===== config.mk =====
export PLATFORM = sky130hd
export DESIGN_NAME = inst_encoder_loader_flat
export DESIGN_NICKNAME = d
export VERILOG_FILES = /design/src/rtl/rv_enc_pkg.sv /design/src/rtl/inst_encoder_loader_if.sv /design/src/rtl/inst_field_pack.sv /design/src/rtl/inst_encoder_loader.sv /design/src/flat_wrapper.sv
export SDC_FILE = /design/constraint.sdc
export NUM_CORES = 1
export LEC_CHECK = 0
export ABC_CLOCK_PERIOD_IN_PS = 3400
export CORE_MARGIN = 3
export CORE_UTILIZATION = 41
export CTS_CLUSTER_SIZE = 30
export DETAILED_ROUTE_END_ITERATION = 8
export GPL_ROUTABILITY_DRIVEN = 0
export PLACE_DENSITY = 0.65
export SLEW_MARGIN = 15
export SYNTH_ARGS = -nofsm -noshare
export SYNTH_HDL_FRONTEND = slang
export SYNTH_SLANG_ARGS = --single-unit

===== constraint.sdc =====
create_clock -name clk -period 3.4 [get_ports clk]
set_clock_uncertainty 0.1 [all_clocks]
set_input_delay 0.34 -clock clk [delete_from_list [all_inputs] [get_ports clk]]
set_output_delay 0.34 -clock clk [all_outputs]
set_load 0.1 [all_outputs]

===== src/rtl/rv_enc_pkg.sv =====
// Shared constants for the RV32I instruction encoder/loader.
// Holds the symbolic op codes accepted on the command port, the RV32I opcode
// and funct fields, the loader FSM states, the latched command payload and a
// signed-range helper used by the optional immediate range check.
package rv_enc_pkg;

  localparam int unsigned OP_W  = 4;
  localparam int unsigned REG_W = 5;
  localparam int unsigned XLEN  = 32;

  // Symbolic command ops
  localparam logic [OP_W-1:0] OP_ADD   = 4'd0;
  localparam logic [OP_W-1:0] OP_SUB   = 4'd1;
  localparam logic [OP_W-1:0] OP_ADDI  = 4'd2;
  localparam logic [OP_W-1:0] OP_LW    = 4'd3;
  localparam logic [OP_W-1:0] OP_SW    = 4'd4;
  localparam logic [OP_W-1:0] OP_BEQ   = 4'd5;
  localparam logic [OP_W-1:0] OP_BLT   = 4'd6;
  localparam logic [OP_W-1:0] OP_JAL   = 4'd7;
  localparam logic [OP_W-1:0] OP_JALR  = 4'd8;
  localparam logic [OP_W-1:0] OP_AUIPC = 4'd9;

  // RV32I major opcodes
  localparam logic [6:0] OPC_RTYPE  = 7'b0110011;
  localparam logic [6:0] OPC_LOAD   = 7'b0000011;
  localparam logic [6:0] OPC_IMM    = 7'b0010011;
  localparam logic [6:0] OPC_STORE  = 7'b0100011;
  localparam logic [6:0] OPC_JAL    = 7'b1101111;
  localparam logic [6:0] OPC_JALR   = 7'b1100111;
  localparam logic [6:0] OPC_BRANCH = 7'b1100011;
  localparam logic [6:0] OPC_AUIPC  = 7'b0010111;

  // funct3 / funct7
  localparam logic [2:0] F3_ADD  = 3'b000;
  localparam logic [2:0] F3_ADDI = 3'b000;
  localparam logic [2:0] F3_LW   = 3'b010;
  localparam logic [2:0] F3_SW   = 3'b010;
  localparam logic [2:0] F3_BEQ  = 3'b000;
  localparam logic [2:0] F3_BLT  = 3'b100;
  localparam logic [2:0] F3_JALR = 3'b000;
  localparam logic [6:0] F7_ADD  = 7'b0000000;
  localparam logic [6:0] F7_SUB  = 7'b0100000;

  // Loader FSM states
  typedef enum logic [1:0] {
    S_IDLE = 2'd0,
    S_ENC  = 2'd1,
    S_WR   = 2'd2,
    S_DONE = 2'd3
  } state_e;

  // Command payload latched on accept
  typedef struct packed {
    logic [OP_W-1:0]  op;
    logic [REG_W-1:0] rd;
    logic [REG_W-1:0] rs1;
    logic [REG_W-1:0] rs2;
    logic [XLEN-1:0]  imm;
    logic             last;
  } cmd_t;

  // True when imm is the sign extension of its low 'bits' bits
  function automatic logic sext_fits(input logic [XLEN-1:0] imm, input int unsigned bits);
    logic [XLEN-1:0] hi;
    hi = XLEN'($signed(imm) >>> (bits - 1));
    return (hi == '0) || (hi == '1);
  endfunction

endpackage


===== src/rtl/inst_encoder_loader_if.sv =====
// Command and IMEM-write bus of the instruction loader.
//   cmd_*      : host command handshake (valid/ready) with op and fields
//   imem_*     : IMEM write strobe, word address and data
// master = host / memory side, slave = loader side.
interface inst_encoder_loader_if #(
  parameter int unsigned ADDR_W = 6
);
  logic              cmd_valid;
  logic              cmd_ready;
  logic [3:0]        cmd_op;
  logic [4:0]        cmd_rd;
  logic [4:0]        cmd_rs1;
  logic [4:0]        cmd_rs2;
  logic [31:0]       cmd_imm;
  logic              cmd_last;
  logic              imem_we;
  logic [ADDR_W-1:0] imem_addr;
  logic [31:0]       imem_wdata;

  modport master (
    output cmd_valid, cmd_op, cmd_rd, cmd_rs1, cmd_rs2, cmd_imm, cmd_last,
    input  cmd_ready, imem_we, imem_addr, imem_wdata
  );

  modport slave (
    input  cmd_valid, cmd_op, cmd_rd, cmd_rs1, cmd_rs2, cmd_imm, cmd_last,
    output cmd_ready, imem_we, imem_addr, imem_wdata
  );
endinterface


===== src/rtl/inst_field_pack.sv =====
// Combinational RV32I field packer.
//   op/rd/rs1/rs2/imm in -> word (encoded instruction), legal (op is one of the
//   ten supported), in_range (immediate representable in its format).
// Macro RANGE_CHECK_EN: when defined, in_range reflects the immediate checks;
// when undefined, in_range is constant 1 and immediates are truncated.
module inst_field_pack
  import rv_enc_pkg::*;
(
  input  logic [OP_W-1:0]  op,
  input  logic [REG_W-1:0] rd,
  input  logic [REG_W-1:0] rs1,
  input  logic [REG_W-1:0] rs2,
  input  logic [XLEN-1:0]  imm,
  output logic [XLEN-1:0]  word,
  output logic             legal,
  output logic             in_range
);

  // Instruction word assembly
  always_comb begin
    word  = '0;
    legal = 1'b1;
    case (op)
      OP_ADD:   word = {F7_ADD, rs2, rs1, F3_ADD, rd, OPC_RTYPE};
      OP_SUB:   word = {F7_SUB, rs2, rs1, F3_ADD, rd, OPC_RTYPE};
      OP_ADDI:  word = {imm[11:0], rs1, F3_ADDI, rd, OPC_IMM};
      OP_LW:    word = {imm[11:0], rs1, F3_LW, rd, OPC_LOAD};
      OP_SW:    word = {imm[11:5], rs2, rs1, F3_SW, imm[4:0], OPC_STORE};
      OP_BEQ:   word = {imm[12], imm[10:5], rs2, rs1, F3_BEQ, imm[4:1], imm[11], OPC_BRANCH};
      OP_BLT:   word = {imm[12], imm[10:5], rs2, rs1, F3_BLT, imm[4:1], imm[11], OPC_BRANCH};
      OP_JAL:   word = {imm[20], imm[10:1], imm[11], imm[19:12], rd, OPC_JAL};
      OP_JALR:  word = {imm[11:0], rs1, F3_JALR, rd, OPC_JALR};
      OP_AUIPC: word = {imm[31:12], rd, OPC_AUIPC};
      default:  legal = 1'b0;
    endcase
  end

`ifdef RANGE_CHECK_EN
  // Immediate must survive truncation to its encoding field
  always_comb begin
    in_range = 1'b1;
    case (op)
      OP_ADDI, OP_LW, OP_SW, OP_JALR: in_range = sext_fits(imm, 12);
      OP_BEQ, OP_BLT:                 in_range = sext_fits(imm, 13) && !imm[0];
      OP_JAL:                         in_range = sext_fits(imm, 21) && !imm[0];
      OP_AUIPC:                       in_range = (imm[11:0] == 12'd0);
      default:                        in_range = 1'b1;
    endcase
  end
`else
  assign in_range = 1'b1;
`endif

endmodule


===== src/rtl/inst_encoder_loader.sv =====
// Symbolic-command to RV32I encoder that preloads programs into IMEM.
// Ports:
//   clk, rstn        : clock, synchronous active-low reset
//   bus (slave)      : cmd_valid/cmd_ready/cmd_op/rd/rs1/rs2/imm/last in,
//                      imem_we/imem_addr/imem_wdata out
//   restart          : leave DONE, rewind address to BASE, clear flags
//   count            : words written since reset/restart
//   done             : program loaded (last command or DEPTH reached)
//   err_op/err_full/err_range : sticky error flags
// Macro RANGE_CHECK_EN: enables immediate range checking (err_range);
// undefined, immediates are truncated and err_range stays 0.
// Each command takes three cycles: accept (IDLE), encode (ENC), write (WR).
module inst_encoder_loader
  import rv_enc_pkg::*;
#(
  parameter int unsigned ADDR_W = 6,
  parameter int unsigned BASE   = 0,
  parameter int unsigned DEPTH  = 64
) (
  input  logic                 clk,
  input  logic                 rstn,
  inst_encoder_loader_if.slave bus,
  input  logic                 restart,
  output logic [ADDR_W:0]      count,
  output logic                 done,
  output logic                 err_op,
  output logic                 err_full,
  output logic                 err_range
);

  localparam int unsigned CNT_W = ADDR_W + 1;
  localparam logic [ADDR_W-1:0] BASE_A  = ADDR_W'(BASE);
  localparam logic [CNT_W-1:0]  DEPTH_C = CNT_W'(DEPTH);

  state_e            state_q, state_d;
  cmd_t              cmd_q, cmd_d;
  logic [XLEN-1:0]   wdata_q, wdata_d;
  logic              we_q, we_d;
  logic [ADDR_W-1:0] addr_q, addr_d;
  logic [CNT_W-1:0]  count_q, count_d;
  logic              ready_q, ready_d;
  logic              done_q, done_d;
  logic              err_op_q, err_op_d;
  logic              err_full_q, err_full_d;
  logic              err_range_q, err_range_d;

  logic              accept_c;
  logic [XLEN-1:0]   word_c;
  logic              legal_c;
  logic              in_range_c;

  // Encoder operates on the latched command
  inst_field_pack u_pack (
    .op       (cmd_q.op),
    .rd       (cmd_q.rd),
    .rs1      (cmd_q.rs1),
    .rs2      (cmd_q.rs2),
    .imm      (cmd_q.imm),
    .word     (word_c),
    .legal    (legal_c),
    .in_range (in_range_c)
  );

  assign accept_c = bus.cmd_valid & ready_q;

  // Next-state, counters and flags
  always_comb begin
    state_d     = state_q;
    cmd_d       = cmd_q;
    wdata_d     = wdata_q;
    we_d        = 1'b0;
    addr_d      = addr_q;
    count_d     = count_q;
    err_op_d    = err_op_q;
    err_full_d  = err_full_q;
    err_range_d = err_range_q;

    case (state_q)
      S_IDLE: begin
        if (accept_c) begin
          cmd_d.op   = bus.cmd_op;
          cmd_d.rd   = bus.cmd_rd;
          cmd_d.rs1  = bus.cmd_rs1;
          cmd_d.rs2  = bus.cmd_rs2;
          cmd_d.imm  = bus.cmd_imm;
          cmd_d.last = bus.cmd_last;
          state_d    = S_ENC;
        end
      end
      S_ENC: begin
        wdata_d = word_c;
        if (!legal_c || !in_range_c) begin
          // Rejected command: flag it and skip the write
          err_op_d    = err_op_q | ~legal_c;
          err_range_d = err_range_q | (legal_c & ~in_range_c);
          state_d     = cmd_q.last ? S_DONE : S_IDLE;
        end else begin
          we_d    = 1'b1;
          state_d = S_WR;
        end
      end
      S_WR: begin
        count_d = count_q + CNT_W'(1);
        addr_d  = addr_q + ADDR_W'(1);
        state_d = (cmd_q.last || (count_d == DEPTH_C)) ? S_DONE : S_IDLE;
      end
      S_DONE: begin
        if (restart) begin
          state_d     = S_IDLE;
          addr_d      = BASE_A;
          count_d     = '0;
          err_op_d    = 1'b0;
          err_full_d  = 1'b0;
          err_range_d = 1'b0;
        end else if (bus.cmd_valid && (count_q == DEPTH_C)) begin
          // A command is waiting but IMEM is full
          err_full_d = 1'b1;
        end
      end
      default: state_d = S_IDLE;
    endcase

    ready_d = (state_d == S_IDLE);
    done_d  = (state_d == S_DONE);
  end

  // State and output registers
  always_ff @(posedge clk) begin
    if (!rstn) begin
      state_q     <= S_IDLE;
      cmd_q       <= '0;
      wdata_q     <= '0;
      we_q        <= 1'b0;
      addr_q      <= BASE_A;
      count_q     <= '0;
      ready_q     <= 1'b1;
      done_q      <= 1'b0;
      err_op_q    <= 1'b0;
      err_full_q  <= 1'b0;
      err_range_q <= 1'b0;
    end else begin
      state_q     <= state_d;
      cmd_q       <= cmd_d;
      wdata_q     <= wdata_d;
      we_q        <= we_d;
      addr_q      <= addr_d;
      count_q     <= count_d;
      ready_q     <= ready_d;
      done_q      <= done_d;
      err_op_q    <= err_op_d;
      err_full_q  <= err_full_d;
      err_range_q <= err_range_d;
    end
  end

  assign bus.cmd_ready  = ready_q;
  assign bus.imem_we    = we_q;
  assign bus.imem_addr  = addr_q;
  assign bus.imem_wdata = wdata_q;
  assign count          = count_q;
  assign done           = done_q;
  assign err_op         = err_op_q;
  assign err_full       = err_full_q;
  assign err_range      = err_range_q;

endmodule

===== src/flat_wrapper.sv =====
// flat-port wrapper written by rule: the top's interface ports become plain ports
module inst_encoder_loader_flat import rv_enc_pkg::*;
#(
  parameter int unsigned ADDR_W = 6,
  parameter int unsigned BASE   = 0,
  parameter int unsigned DEPTH  = 64
)
  (clk, rstn, restart, count, done, err_op, err_full, err_range, bus_cmd_valid, bus_cmd_op, bus_cmd_rd, bus_cmd_rs1, bus_cmd_rs2, bus_cmd_imm, bus_cmd_last, bus_cmd_ready, bus_imem_we, bus_imem_addr, bus_imem_wdata);
  inst_encoder_loader_if #(.ADDR_W(ADDR_W)) bus_i ();
  input  logic clk;
  input  logic rstn;
  input  logic restart;
  output logic [ADDR_W:0] count;
  output logic done;
  output logic err_op;
  output logic err_full;
  output logic err_range;
  input wire logic [$bits(bus_i.cmd_valid)-1:0] bus_cmd_valid;
  input wire logic [$bits(bus_i.cmd_op)-1:0] bus_cmd_op;
  input wire logic [$bits(bus_i.cmd_rd)-1:0] bus_cmd_rd;
  input wire logic [$bits(bus_i.cmd_rs1)-1:0] bus_cmd_rs1;
  input wire logic [$bits(bus_i.cmd_rs2)-1:0] bus_cmd_rs2;
  input wire logic [$bits(bus_i.cmd_imm)-1:0] bus_cmd_imm;
  input wire logic [$bits(bus_i.cmd_last)-1:0] bus_cmd_last;
  output wire logic [$bits(bus_i.cmd_ready)-1:0] bus_cmd_ready;
  output wire logic [$bits(bus_i.imem_we)-1:0] bus_imem_we;
  output wire logic [$bits(bus_i.imem_addr)-1:0] bus_imem_addr;
  output wire logic [$bits(bus_i.imem_wdata)-1:0] bus_imem_wdata;
  assign bus_i.cmd_valid = bus_cmd_valid;
  assign bus_i.cmd_op = bus_cmd_op;
  assign bus_i.cmd_rd = bus_cmd_rd;
  assign bus_i.cmd_rs1 = bus_cmd_rs1;
  assign bus_i.cmd_rs2 = bus_cmd_rs2;
  assign bus_i.cmd_imm = bus_cmd_imm;
  assign bus_i.cmd_last = bus_cmd_last;
  assign bus_cmd_ready = bus_i.cmd_ready;
  assign bus_imem_we = bus_i.imem_we;
  assign bus_imem_addr = bus_i.imem_addr;
  assign bus_imem_wdata = bus_i.imem_wdata;
  inst_encoder_loader #(.ADDR_W(ADDR_W), .BASE(BASE), .DEPTH(DEPTH)) u_core (.clk(clk), .rstn(rstn), .bus(bus_i), .restart(restart), .count(count), .done(done), .err_op(err_op), .err_full(err_full), .err_range(err_range));
endmodule

Word level (Yosys, flattened, before mapping):

Cells that the tools add are included.

* add/sub/neg operators: 2
* multiply operators: 0
* div/mod/pow operators: 0
* magnitude comparators: 0
* equal/unequal tests: 17
* shift-type cells: 0
* muxes and demuxes: 18
* bitwise operators: 3
* reductions and logical operators: 14

Operators by type and width (number)
* one-hot mux 32 bit (10 select lines): 1
* equality test 4 x 3 -> 1 bit (second input constant): 4
* equality test 7 bit (second input constant): 2
* one-hot mux 7 bit (2 select lines): 1
* one-hot mux 6 bit (2 select lines): 1
* 2-to-1 mux 2 bit: 5
* OR reduction 10 bit: 1
* equality test 4 x 2 -> 1 bit (second input constant): 2
* equality test 4 bit (second input constant): 2
* one-hot mux 2 bit (4 select lines): 1
* AND reduction 2 bit: 4
* adder 7 x 1 -> 7 bit (second input constant): 1
* 2-to-1 mux 7 bit: 1
* adder 6 x 1 -> 6 bit (second input constant): 1
* equality test 2 bit (second input constant): 3
* 2-to-1 mux 1 bit: 6
* 2-to-1 mux 6 bit: 1
* nonzero test 2 bit: 3
* equality test 4 x 1 -> 1 bit (second input constant): 1
* logical NOT 2 bit: 2
* logical NOT 4 bit: 1
* != test 2 bit (second input constant): 2
* AND reduction 3 bit: 1
* equality test 2 x 1 -> 1 bit (second input constant): 1
* 6 further kinds: 6

* flip-flop bits (word level): 104
* bits in latches: 0
* memory bits (writable): 0
* bits in read-only memories: 0
* input bits: 56
* output and inout bits: 51
* logic and storage cells: 69
* memories kept: 0

Logic depth before layout (Yosys ltp):

Gate-level depths: netlist of run 1.

* depth in word-level cells: 7
* mapped depth: 7
* mapped depth without buffers: 6

Modules after synthesis:

From an unflattened synthesis of run 1, not the netlist that was laid out.

* cell total of the unflattened synthesis: 605
* area total of the unflattened synthesis: 4704.5 um^2

Modules (own cells, without submodules)
* inst_encoder_loader: times used 1, cells each 494, area each 3897.5 um^2
* inst_field_pack: times used 1, cells each 111, area each 807.0 um^2

Worst setup path after synthesis of run 1:

No wires, ideal clock.

* kind: register to register
* from: register u_core.count_q[1] (netlist: u_core.count[1])
* to: register u_core.state_q[0]
* arrival time: 2.053 ns
* path slack: 1.173 ns
* stages on the path, launching flop included: 5
* path through: dfxtp_1 > ha_1 > nand2_1 > or3_1 > a31oi_1

* word-level cells in the longest chain between the ends: 5

RTL lines
* from (decl): RTL line inst_encoder_loader.sv:40 `logic [CNT_W-1:0] count_q, count_d;`
* from (signal assigned): RTL line inst_encoder_loader.sv:147 `count_q <= count_d;`
* adder 7 x 1 -> 7 bit: RTL line inst_encoder_loader.sv:103 `count_d = count_q + CNT_W'(1);`
* equality test 7 bit: RTL line inst_encoder_loader.sv:105 `state_d = (cmd_q.last || (count_d == DEPTH_C)) ? S_DONE : S_IDLE;`
* logical OR 1 bit: RTL line inst_encoder_loader.sv:105
* 2-to-1 mux 2 bit: RTL line inst_encoder_loader.sv:105
* one-hot mux 2 bit (4 select lines): RTL line inst_encoder_loader.sv:78 `case (state_q)`
* to (signal assigned): RTL line inst_encoder_loader.sv:142 `state_q <= state_d;`
* to (decl): RTL line inst_encoder_loader.sv:35 `state_e state_q, state_d;`

No other way between the ends.
A chain may end at the register's enable or synchronous reset.

Worst setup path in the final report of run 1:

* from: register u_core.count_q[4] (netlist: u_core.count[4])
* to: output count[4]

RTL lines
* to (decl): RTL line flat_wrapper.sv:13 `output logic [ADDR_W:0] count;`

No word-level cell between the ends.

==> summary.txt, run 1 <==
Status
  • Run status: completed

Setup path
  • RR Endpoint: u_core.bus.imem_wdata[15]$_SDFFE_PN0P_
  • Worst EP required: 2960 ps
  • Critical Path Start: u_core.count[4]$_SDFFE_PN0P_
  • Critical path depth in cells: 1
  • CP endpoint: count[4]
  • Worst path max stage delay: 1210 ps
  • CP Class: reg2out
  • Startpoint Class: register
  • Flop-to-flop setup slack: 1050 ps
  • Crit Path Max Fanout: 8
  • Critical-path cell list: clkdlybuf4s50_1
  • Path depth of the worst reg2reg path: 5
  • Worst path bufs/invs: 1
  • Cell family with most CP delay: buffers and inverters
  • Crit path DAT: 2090 ps
  • Slowest cell on the critical path: clkdlybuf4s50_1
  • Crit. End Element: output port
  • FF-to-FF Start: u_core.cmd_q[51]$_SDFFE_PN0P_

Place
  • Dpl ws: 967 ps
  • Buffers on Ports: 105
  • HPWL after DPL: 8580 um
  • Inst Count DP: 763

Layout
  • Filler cell count: 1,036
  • Most frequent cells in the layout: nand2_1, clkdlybuf4s50_1, dfxtp_1, a21oi_1, nor2_1
  • Syn-to-layout area delta: 26.9%
  • Area of the multi-input gates: 2280 um2
  • Register area: 2060 um2
  • Most common cell after layout, fill and taps aside: nand2_1
  • Final net count: 697
  • Final Instance Count excl. Fillers: 778
  • ANT cells: 0
  • Proportion of layout cells with a drive suffix above 1: 0.0498

Run
  • # Max-Cap Violations: 0

Routing
  • WL final: 12,500 um
  • TritonRoute pass-1 iters: 5
  • Avg WL per Cell: 16.1 um
  • DRT iter0 DRCs: 260
  • Remaining routing DRC violations: 0
  • Vias: 4,246
  • Vias per std cell: 5.46
  • ANT nets after route: 0

Hold path
  • Worst hold start: u_core.bus.imem_wdata[17]$_SDFFE_PN0P_
  • HP Class: reg2reg

Synth
  • Yosys reg bits: 103
  • Main synth FF type: dfxtp_1
  • Post-Synth XOR/XNOR Area: 0.00191
  • Synthesized cell area: 4580 um2
  • Post-synth EDFFs: 0
  • Netlist cell types: 52
  • Synth warnings: 0
  • Synth Instances: 562
  • Largest family of logic cells by synthesized area: compound AO/OA/AOI/OAI gates
  • Post-Synth Adder-Cell Area: 0.00820
  • Mux cell area share after synthesis: 0.0350
  • Post-synthesis sequential area ratio: 0.450
  • Complex-gate fraction of the synthesized area: 0.236
  • Synth async-reset ratio: 0
  • Post-Syn Nets: 621
  • Syn Area/Cell: 8.15 um2
  • Synth Area in Simple Gates: 0.213

Clocking
  • CTS clk-pin slew, worst paths: 100 ps
  • Post-cts resize count: 0
  • Hold-fix buffers, CTS: 0
  • Max Root-Sink Buffers: 2
  • Clock sinks: 103
  • CTS tree: done
  • Clk_lat worst skew: 370 ps
  • H-Tree Depth: 3
  • Num CTS Buffers: 9
  • Post-CTS setup buffer count: 0
  • Clock root buffer: clkbuf_8

Global route
  • Global Route Usage Sum: 0.201
  • Initial antenna violation count: 0
  • First-pass GRT wire length: 20,800 um
  • Vias in the first global route: 4,173
  • GR Overflow Total: 0
  • Largest net degree at the start of global routing: 66

Timing
  • Max Fclk: 395 MHz
  • Final setup violation count: 0
  • TNS Setup: 0 ps
  • Fin. Hold Viols: 0
  • Period utilization: 0.745
  • Worst-margin pin slew: 1030 ps
  • Normalized max-slew margin: 0.310
  • Minimum clock period: 2530 ps
  • Setup ws final: 867 ps
  • Max Slew Vio Count: 0
  • Worst hold margin: 354 ps
  • RSZ-0062 raised after global routing: no

Floorplan
  • CORE AREA: 10,600 um2
  • Starting density of the core: 0.432
  • Die H: 112 um
  • Die ar.: 12,500 um2
  • # rows: 37
  • I/O Pins: 107
  • Die W: 112 um

Power
  • P_leak: 2.01 nW
  • Peak supply drop: 0.344 mV
  • PD cells: 488 nW/um2
synth_stat cells (all sizes together) (3+ instances only):
| cell | count | area [um2] |
|---|---|---|
| mux2i | 16 | 160 |
| nor2b | 12 | 75.1 |
| clkbuf | 12 | 45.0 |
| a2bb2oi | 11 | 96.3 |
| buf | 33 | 171 |
| nor2 | 23 | 86.3 |
| a21oi | 67 | 347 |
| ha | 3 | 37.5 |
| o22ai | 7 | 43.8 |
| nand2b | 7 | 43.8 |
| a31oi | 4 | 25.0 |
| o221ai | 4 | 35.0 |
| o21ai | 21 | 105 |
| a32o | 5 | 50.1 |
| a32oi | 6 | 52.6 |
| o31ai | 3 | 22.5 |
| dfxtp | 103 | 2060 |
| nand2 | 146 | 548 |
| inv | 8 | 30.0 |
| nand3 | 8 | 45.0 |
| nand3b | 4 | 30.0 |
| a22oi | 15 | 113 |
| a22o | 10 | 87.6 |
| or3 | 6 | 37.5 |
| o211ai | 5 | 37.5 |
registers in the layout, summed over array words and instances (netlist names):
name	cells
u_core.count	7
u_core.cmd_q	52
u_core.state_q	2
u_core.bus.imem_we	1
u_core.bus.imem_wdata	31
u_core.err_op	1
u_core.bus.imem_addr	6
u_core.bus.cmd_ready	1
u_core.err_full	1
u_core.done	1
routing by layer:
metal	vias to the layer above	wire (um)	GRT usage
li1	2109	-	-
met1	1993	5740	0.268
met2	129	5980	0.330
met3	15	659	0.0478
met4	0	163	0.0503
met5	-	0	0
cells by family (layout without fill, tap and decap cells):
| logic type | count (synthesis) | in the layout |
|---|---|---|
| mux | 16 | 16 |
| other cells | 1 | 1 |
| buf+inv | 53 | 133 |
| compound gates | 166 | 166 |
| flops | 103 | 103 |
| xor+xnor | 1 | 1 |
| simple gates | 219 | 219 |
| fa+ha+maj | 3 | 3 |
power by group:
group	internal (mW)	total [mW]	leakage [nW]	switching, mW
Combinational	0.225	0.680	1.07	0.455
Sequential	1.29	1.39	0.838	0.100
Clock	0.336	0.761	0.0953	0.425
layout make-up:
| class | instances | share of cell area |
|---|---|---|
| repair buffers | 110 | 0.187 |
| multi-input cells | 406 | 0.392 |
| inverters | 8 | 0.00517 |
| clock inverters | 6 | 0.0105 |
| well taps | 136 | 0.0293 |
| clock buffers | 9 | 0.0213 |
| flip-flops and latches | 103 | 0.355 |
through the flow:
stage	utilization	area (um2)	power [mW]
finish	0.548	5810	2.84
global route	0.548	5810	2.97
CTS	0.548	5810	2.85
detailed placement	0.531	5630	2.10
global placement	0.531	5630	2.09
floorplan	-	4580	1.90
how the worst min path moves through the flow:
stage	to	slack, ps	depth (start not counted)
after floorplan	u_core.cmd_q[37]$_SDFFE_PN0P_	340	2
after global placement	u_core.bus.imem_wdata[6]$_SDFFE_PN0P_	340	1
after detailed placement	u_core.bus.imem_wdata[16]$_SDFFE_PN0P_	350	2
after CTS	u_core.bus.imem_wdata[17]$_SDFFE_PN0P_	360	2
after global routing	u_core.bus.imem_wdata[18]$_SDFFE_PN0P_	370	2
final	u_core.bus.imem_wdata[17]$_SDFFE_PN0P_	350	2
(Power assumes the default switching activity.)
==> run 2, diff against run 1 <==
--- a/config.mk
+++ b/config.mk
@@ -5,13 +5,13 @@
 export SDC_FILE = /design/constraint.sdc
 export NUM_CORES = 1
 export LEC_CHECK = 0
-export ABC_CLOCK_PERIOD_IN_PS = 3400
+export ABC_CLOCK_PERIOD_IN_PS = 2000
 export CORE_MARGIN = 3
 export CORE_UTILIZATION = 41
 export CTS_CLUSTER_SIZE = 30
 export DETAILED_ROUTE_END_ITERATION = 8
 export GPL_ROUTABILITY_DRIVEN = 0
-export PLACE_DENSITY = 0.65
+export PLACE_DENSITY = 0.67
 export SLEW_MARGIN = 15
 export SYNTH_ARGS = -nofsm -noshare
 export SYNTH_HDL_FRONTEND = slang
==> constraint.sdc (replaced) <==
create_clock -name clk -period 2 [get_ports clk]
set_clock_uncertainty 0.1 [all_clocks]
set_input_delay 0.2 -clock clk [delete_from_list [all_inputs] [get_ports clk]]
set_output_delay 0.2 -clock clk [all_outputs]
set_load 0.1 [all_outputs]
==> run 2 against run 1 <==
  * Cell count is 2.3% higher
  * Register-to-register slack worse by 870 ps
  * Via count is 1.9% higher
  * Setup slack worse by 680 ps
  * Highest routed layer unchanged
==> summary.txt, run 2 (same netlist as run 1, synthesis figures left out) <==
Layout
  • ANT cells: 0
  • Final net count: 714
  • Proportion of layout cells with a drive suffix above 1: 0.159
  • Largest register by flop count: u_core.cmd_q
  • Most common cell after layout, fill and taps aside: nand2_1
  • Max FFs per register: 52
  • Syn-to-layout area delta: 27.9%
  • Most frequent cells in the layout: nand2_1, dfxtp_1, buf_4, a21oi_1, clkdlybuf4s50_1

Timing
  • Max Fclk: 551 MHz
  • Period utilization: 0.908
  • Minimum clock period: 1820 ps
  • Max Slew Vio Count: 0
  • RSZ-0062 raised after global routing: no
  • Final setup violation count: 0
  • Worst hold margin: 266 ps
  • Worst-margin pin slew: 547 ps
  • Fin. Hold Viols: 0
  • Normalized max-slew margin: 0.635
  • TNS Setup: 0 ps

Clocking
  • Clock sinks: 103
  • Num CTS Buffers: 9
  • H-Tree Depth: 3
  • CTS clk-pin slew, worst paths: 100 ps
  • Post-cts resize count: 0
  • Clock root buffer: clkbuf_8
  • Clk_lat worst skew: 370 ps
  • Max Root-Sink Buffers: 2
  • CTS tree: done
  • Hold-fix buffers, CTS: 0
  • Post-CTS setup buffer count: 0

Routing
  • WL final: 12,900 um
  • Vias: 4,326
  • Avg WL per Cell: 16.2 um
  • ANT nets after route: 0
  • TritonRoute pass-1 iters: 5
  • DRT iter0 DRCs: 278
  • Remaining routing DRC violations: 0
  • Vias per std cell: 5.43

Setup path
  • Critical-path cell list: or3b_1 -> a21oi_4 -> a22oi_1 -> o21ai_1
  • Crit. End Element: register
  • Slowest cell on the critical path: or3b_1
  • Startpoint Class: register
  • Crit path DAT: 2020 ps
  • Critical Path Start: u_core.cmd_q[50]$_SDFFE_PN0P_
  • Worst path max stage delay: 570 ps
  • CP Class: reg2reg
  • Crit Path Max Fanout: 15
  • FF-to-FF Start: u_core.cmd_q[50]$_SDFFE_PN0P_
  • Worst EP required: 2200 ps

Floorplan
  • CORE AREA: 10,600 um2
  • Starting density of the core: 0.432
  • Die H: 112 um
  • # rows: 37
  • Die ar.: 12,500 um2
  • I/O Pins: 107
  • Die W: 112 um

Global route
  • Initial antenna violation count: 0
  • First-pass GRT wire length: 21,000 um
  • Vias in the first global route: 4,172
  • Largest net degree at the start of global routing: 54
  • Global Route Usage Sum: 0.205
  • GR Overflow Total: 0

Power
  • Peak supply drop: 0.466 mV
  • PD cells: 832 nW/um2
  • P_leak: 2.21 nW

Place
  • HPWL after DPL: 9330 um
  • Buffers on Ports: 105

Run
  • # Max-Cap Violations: 0

Hold path
  • Worst hold start: bus_cmd_imm[5]
  • HP Class: in2reg

Status
  • Run status: completed
-- run 2: layer usage --
layer | global-route usage | wire [um]
met5 | 0 | 0
met4 | 0.0592 | 106
met3 | 0.0402 | 609
met2 | 0.345 | 6400
met1 | 0.267 | 5790
-- run 2: through the flow --
stage	instances	cell area [um2]	util	power [mW]	worst slack (ps)
after floorplan	562	4590	-	3.22	13.8
after global placement	780	5670	0.535	3.60	259
after detailed placement	780	5670	0.535	3.63	196
after CTS	796	5860	0.552	4.90	214
after global routing	796	5860	0.552	5.10	67.7
final	796	5860	0.552	4.88	184
-- run 2: cell type report --
class | count | area, um2
fillers | 980 | 4740
multi-input cells | 406 | 2280
flip-flops and latches | 103 | 2070
repair buffers | 127 | 1120
well taps | 136 | 170
clock buffers | 12 | 145
clock inverters | 4 | 45.0
inverters | 8 | 30.0
-- run 2: where the power goes --
part           switching (mW)  internal (mW)  total [mW]
combinational           0.815          0.427        1.24
sequential              0.142           2.20        2.34
clock                   0.682          0.608        1.29
total                    1.64           3.24        4.88
-- run 2: path summary, 6_finish.rpt --
path / endpoint / slack [ps] / depth (start not counted)
hold / removal: u_core.cmd_q[6]$_SDFFE_PN0P_ / 270 / 3
setup / recovery: u_core.bus.imem_wdata[17]$_SDFFE_PN0P_ / 180 / 4
hold reg to reg: u_core.bus.imem_wdata[13]$_SDFFE_PN0P_ / 360 / 2
setup reg to reg: u_core.bus.imem_wdata[17]$_SDFFE_PN0P_ / 180 / 4
-- run 2: worst max-delay path, delay by kind of cell (launching register included) --
| kind | cells | cell delay (ps) |
|---|---|---|
| compound gates | 3 | 620 |
| flops | 1 | 460 |
| simple gates | 1 | 570 |
==> run 3, diff against run 2 <==
--- a/config.mk
+++ b/config.mk
@@ -5,13 +5,14 @@
 export SDC_FILE = /design/constraint.sdc
 export NUM_CORES = 1
 export LEC_CHECK = 0
-export ABC_CLOCK_PERIOD_IN_PS = 2000
+export ABC_CLOCK_PERIOD_IN_PS = 2100
+export CAP_MARGIN = 25
 export CORE_MARGIN = 3
 export CORE_UTILIZATION = 41
 export CTS_CLUSTER_SIZE = 30
 export DETAILED_ROUTE_END_ITERATION = 8
 export GPL_ROUTABILITY_DRIVEN = 0
-export PLACE_DENSITY = 0.67
+export PLACE_DENSITY = 0.68
 export SLEW_MARGIN = 15
 export SYNTH_ARGS = -nofsm -noshare
 export SYNTH_HDL_FRONTEND = slang
==> constraint.sdc (replaced) <==
create_clock -name clk -period 2.1 [get_ports clk]
set_clock_uncertainty 0.1 [all_clocks]
set_input_delay 0.21 -clock clk [delete_from_list [all_inputs] [get_ports clk]]
set_output_delay 0.21 -clock clk [all_outputs]
set_load 0.1 [all_outputs]
==> run 3 against run 2 <==
  * Combinational power decreased by 3%
  * Total power decreased by 2.8%
  * Via count increased by 1.8%
  * Clock power about the same
  * Wire length increased by 1.6%
  * Largest cell class unchanged
==> summary.txt, run 3 (same netlist as run 1, synthesis figures left out) <==
Global route
  • Initial antenna violation count: 0
  • Vias in the first global route: 4,335
  • Global Route Usage Sum: 0.210
  • First-pass GRT wire length: 21,900 um
  • GR Overflow Total: 0
  • Largest net degree at the start of global routing: 53

Setup path
  • RR Endpoint: u_core.bus.imem_wdata[16]$_SDFFE_PN0P_
  • Flop-to-flop setup slack: 290 ps
  • Worst EP required: 2310 ps
  • Crit. End Element: register
  • CP Class: reg2reg
  • Crit Path Max Fanout: 12
  • FF-to-FF Start: u_core.cmd_q[49]$_SDFFE_PN0P_
  • Startpoint Class: register
  • Critical Path Start: u_core.cmd_q[49]$_SDFFE_PN0P_
  • CP endpoint: u_core.bus.imem_wdata[16]$_SDFFE_PN0P_
  • Path depth of the worst reg2reg path: 5
  • Crit path DAT: 2020 ps

Timing
  • Max Fclk: 552 MHz
  • Final setup violation count: 0
  • Fin. Hold Viols: 0
  • Setup ws final: 289 ps
  • RSZ-0062 raised after global routing: no
  • Period utilization: 0.862
  • TNS Setup: 0 ps
  • Max Slew Vio Count: 0
  • Minimum clock period: 1810 ps

Clocking
  • Post-cts resize count: 0
  • CTS tree: done
  • CTS clk-pin slew, worst paths: 100 ps
  • Post-CTS setup buffer count: 0
  • Clock sinks: 103
  • H-Tree Depth: 3
  • Clk_lat worst skew: 370 ps
  • Num CTS Buffers: 9
  • Hold-fix buffers, CTS: 0
  • Max Root-Sink Buffers: 2
  • Clock root buffer: clkbuf_8

Place
  • Buffers on Ports: 105
  • HPWL after DPL: 9610 um
  • Dpl ws: 336 ps

Layout
  • Max FFs per register: 52
  • Most frequent cells in the layout: nand2_1, dfxtp_1, buf_4, a21oi_1, clkdlybuf4s50_1
  • Proportion of layout cells with a drive suffix above 1: 0.159
  • Largest register by flop count: u_core.cmd_q
  • Syn-to-layout area delta: 28.5%
  • Most common cell after layout, fill and taps aside: nand2_1
  • Filler cell count: 1,012
  • Final net count: 718
  • Fin util: 0.555
  • Area of the multi-input gates: 2280 um2
  • Register area: 2070 um2
  • ANT cells: 0

Routing
  • DRT iter0 DRCs: 244
  • Remaining routing DRC violations: 0
  • TritonRoute pass-1 iters: 5
  • Avg WL per Cell: 16.4 um
  • Vias: 4,405
  • ANT nets after route: 0
  • WL final: 13,100 um
  • Vias per std cell: 5.52

Power
  • Peak supply drop: 0.611 mV
  • P_leak: 2.22 nW
  • PD cells: 806 nW/um2

Floorplan
  • # rows: 37
  • CORE AREA: 10,600 um2
  • Starting density of the core: 0.432
  • Die ar.: 12,500 um2
  • Die W: 112 um
  • Die H: 112 um
  • I/O Pins: 107

Status
  • Run status: completed

Hold path
  • HP Class: in2reg

Run
  • # Max-Cap Violations: 0
-- run 3: worst min path at each step --
stage / slack [ps] / depth (start not counted) / startpoint / to
after floorplan: 250 / 2 / bus_cmd_imm[15] / u_core.cmd_q[16]$_SDFFE_PN0P_
after global placement: 340 / 2 / u_core.bus.imem_wdata[3]$_SDFFE_PN0P_ / u_core.bus.imem_wdata[3]$_SDFFE_PN0P_
after detailed placement: 340 / 2 / u_core.bus.imem_wdata[3]$_SDFFE_PN0P_ / u_core.bus.imem_wdata[3]$_SDFFE_PN0P_
after CTS: 270 / 3 / bus_cmd_imm[16] / u_core.cmd_q[17]$_SDFFE_PN0P_
after global routing: 270 / 3 / bus_cmd_imm[18] / u_core.cmd_q[19]$_SDFFE_PN0P_
final: 280 / 3 / bus_cmd_imm[16] / u_core.cmd_q[17]$_SDFFE_PN0P_
-- run 3: critical path, stage by stage (launching register included) --
cell and delay, ps:
dfxtp_1 360, buf_4 190, or3b_1 560, a21oi_4 280, a22oi_1 130, o21ai_1 120
-- run 3: final cells by class --
cell class,instances,share of cell area
multi-input combinational,406,0.387
timing repair buffer,131,0.193
tap,136,0.0289
sequential,103,0.352
clock buffer,10,0.0217
clock inverter,4,0.0123
inverter,8,0.00511
-- run 3: through the flow --
stage,hold slack (ps),power (mW),std cells,area (um2)
3_5_place_dp,344,3.47,784,5680
4_1_cts,274,4.76,798,5880
2_1_floorplan,246,3.07,562,4580
5_1_grt,275,4.97,798,5880
6_report,280,4.74,798,5880
3_3_place_gp,343,3.44,784,5680
-- run 3: where the power goes --
part	internal, mW	total, mW	switching (mW)
Sequential	2.10	2.22	0.128
Combinational	0.415	1.20	0.784
Clock	0.657	1.31	0.657
Total	3.17	4.74	1.57
-- run 3: metal layers --
metal	wire (um)	global-route usage
met4	112	0.0511
met5	0	0
met3	808	0.0522
met1	5620	0.268
met2	6570	0.357
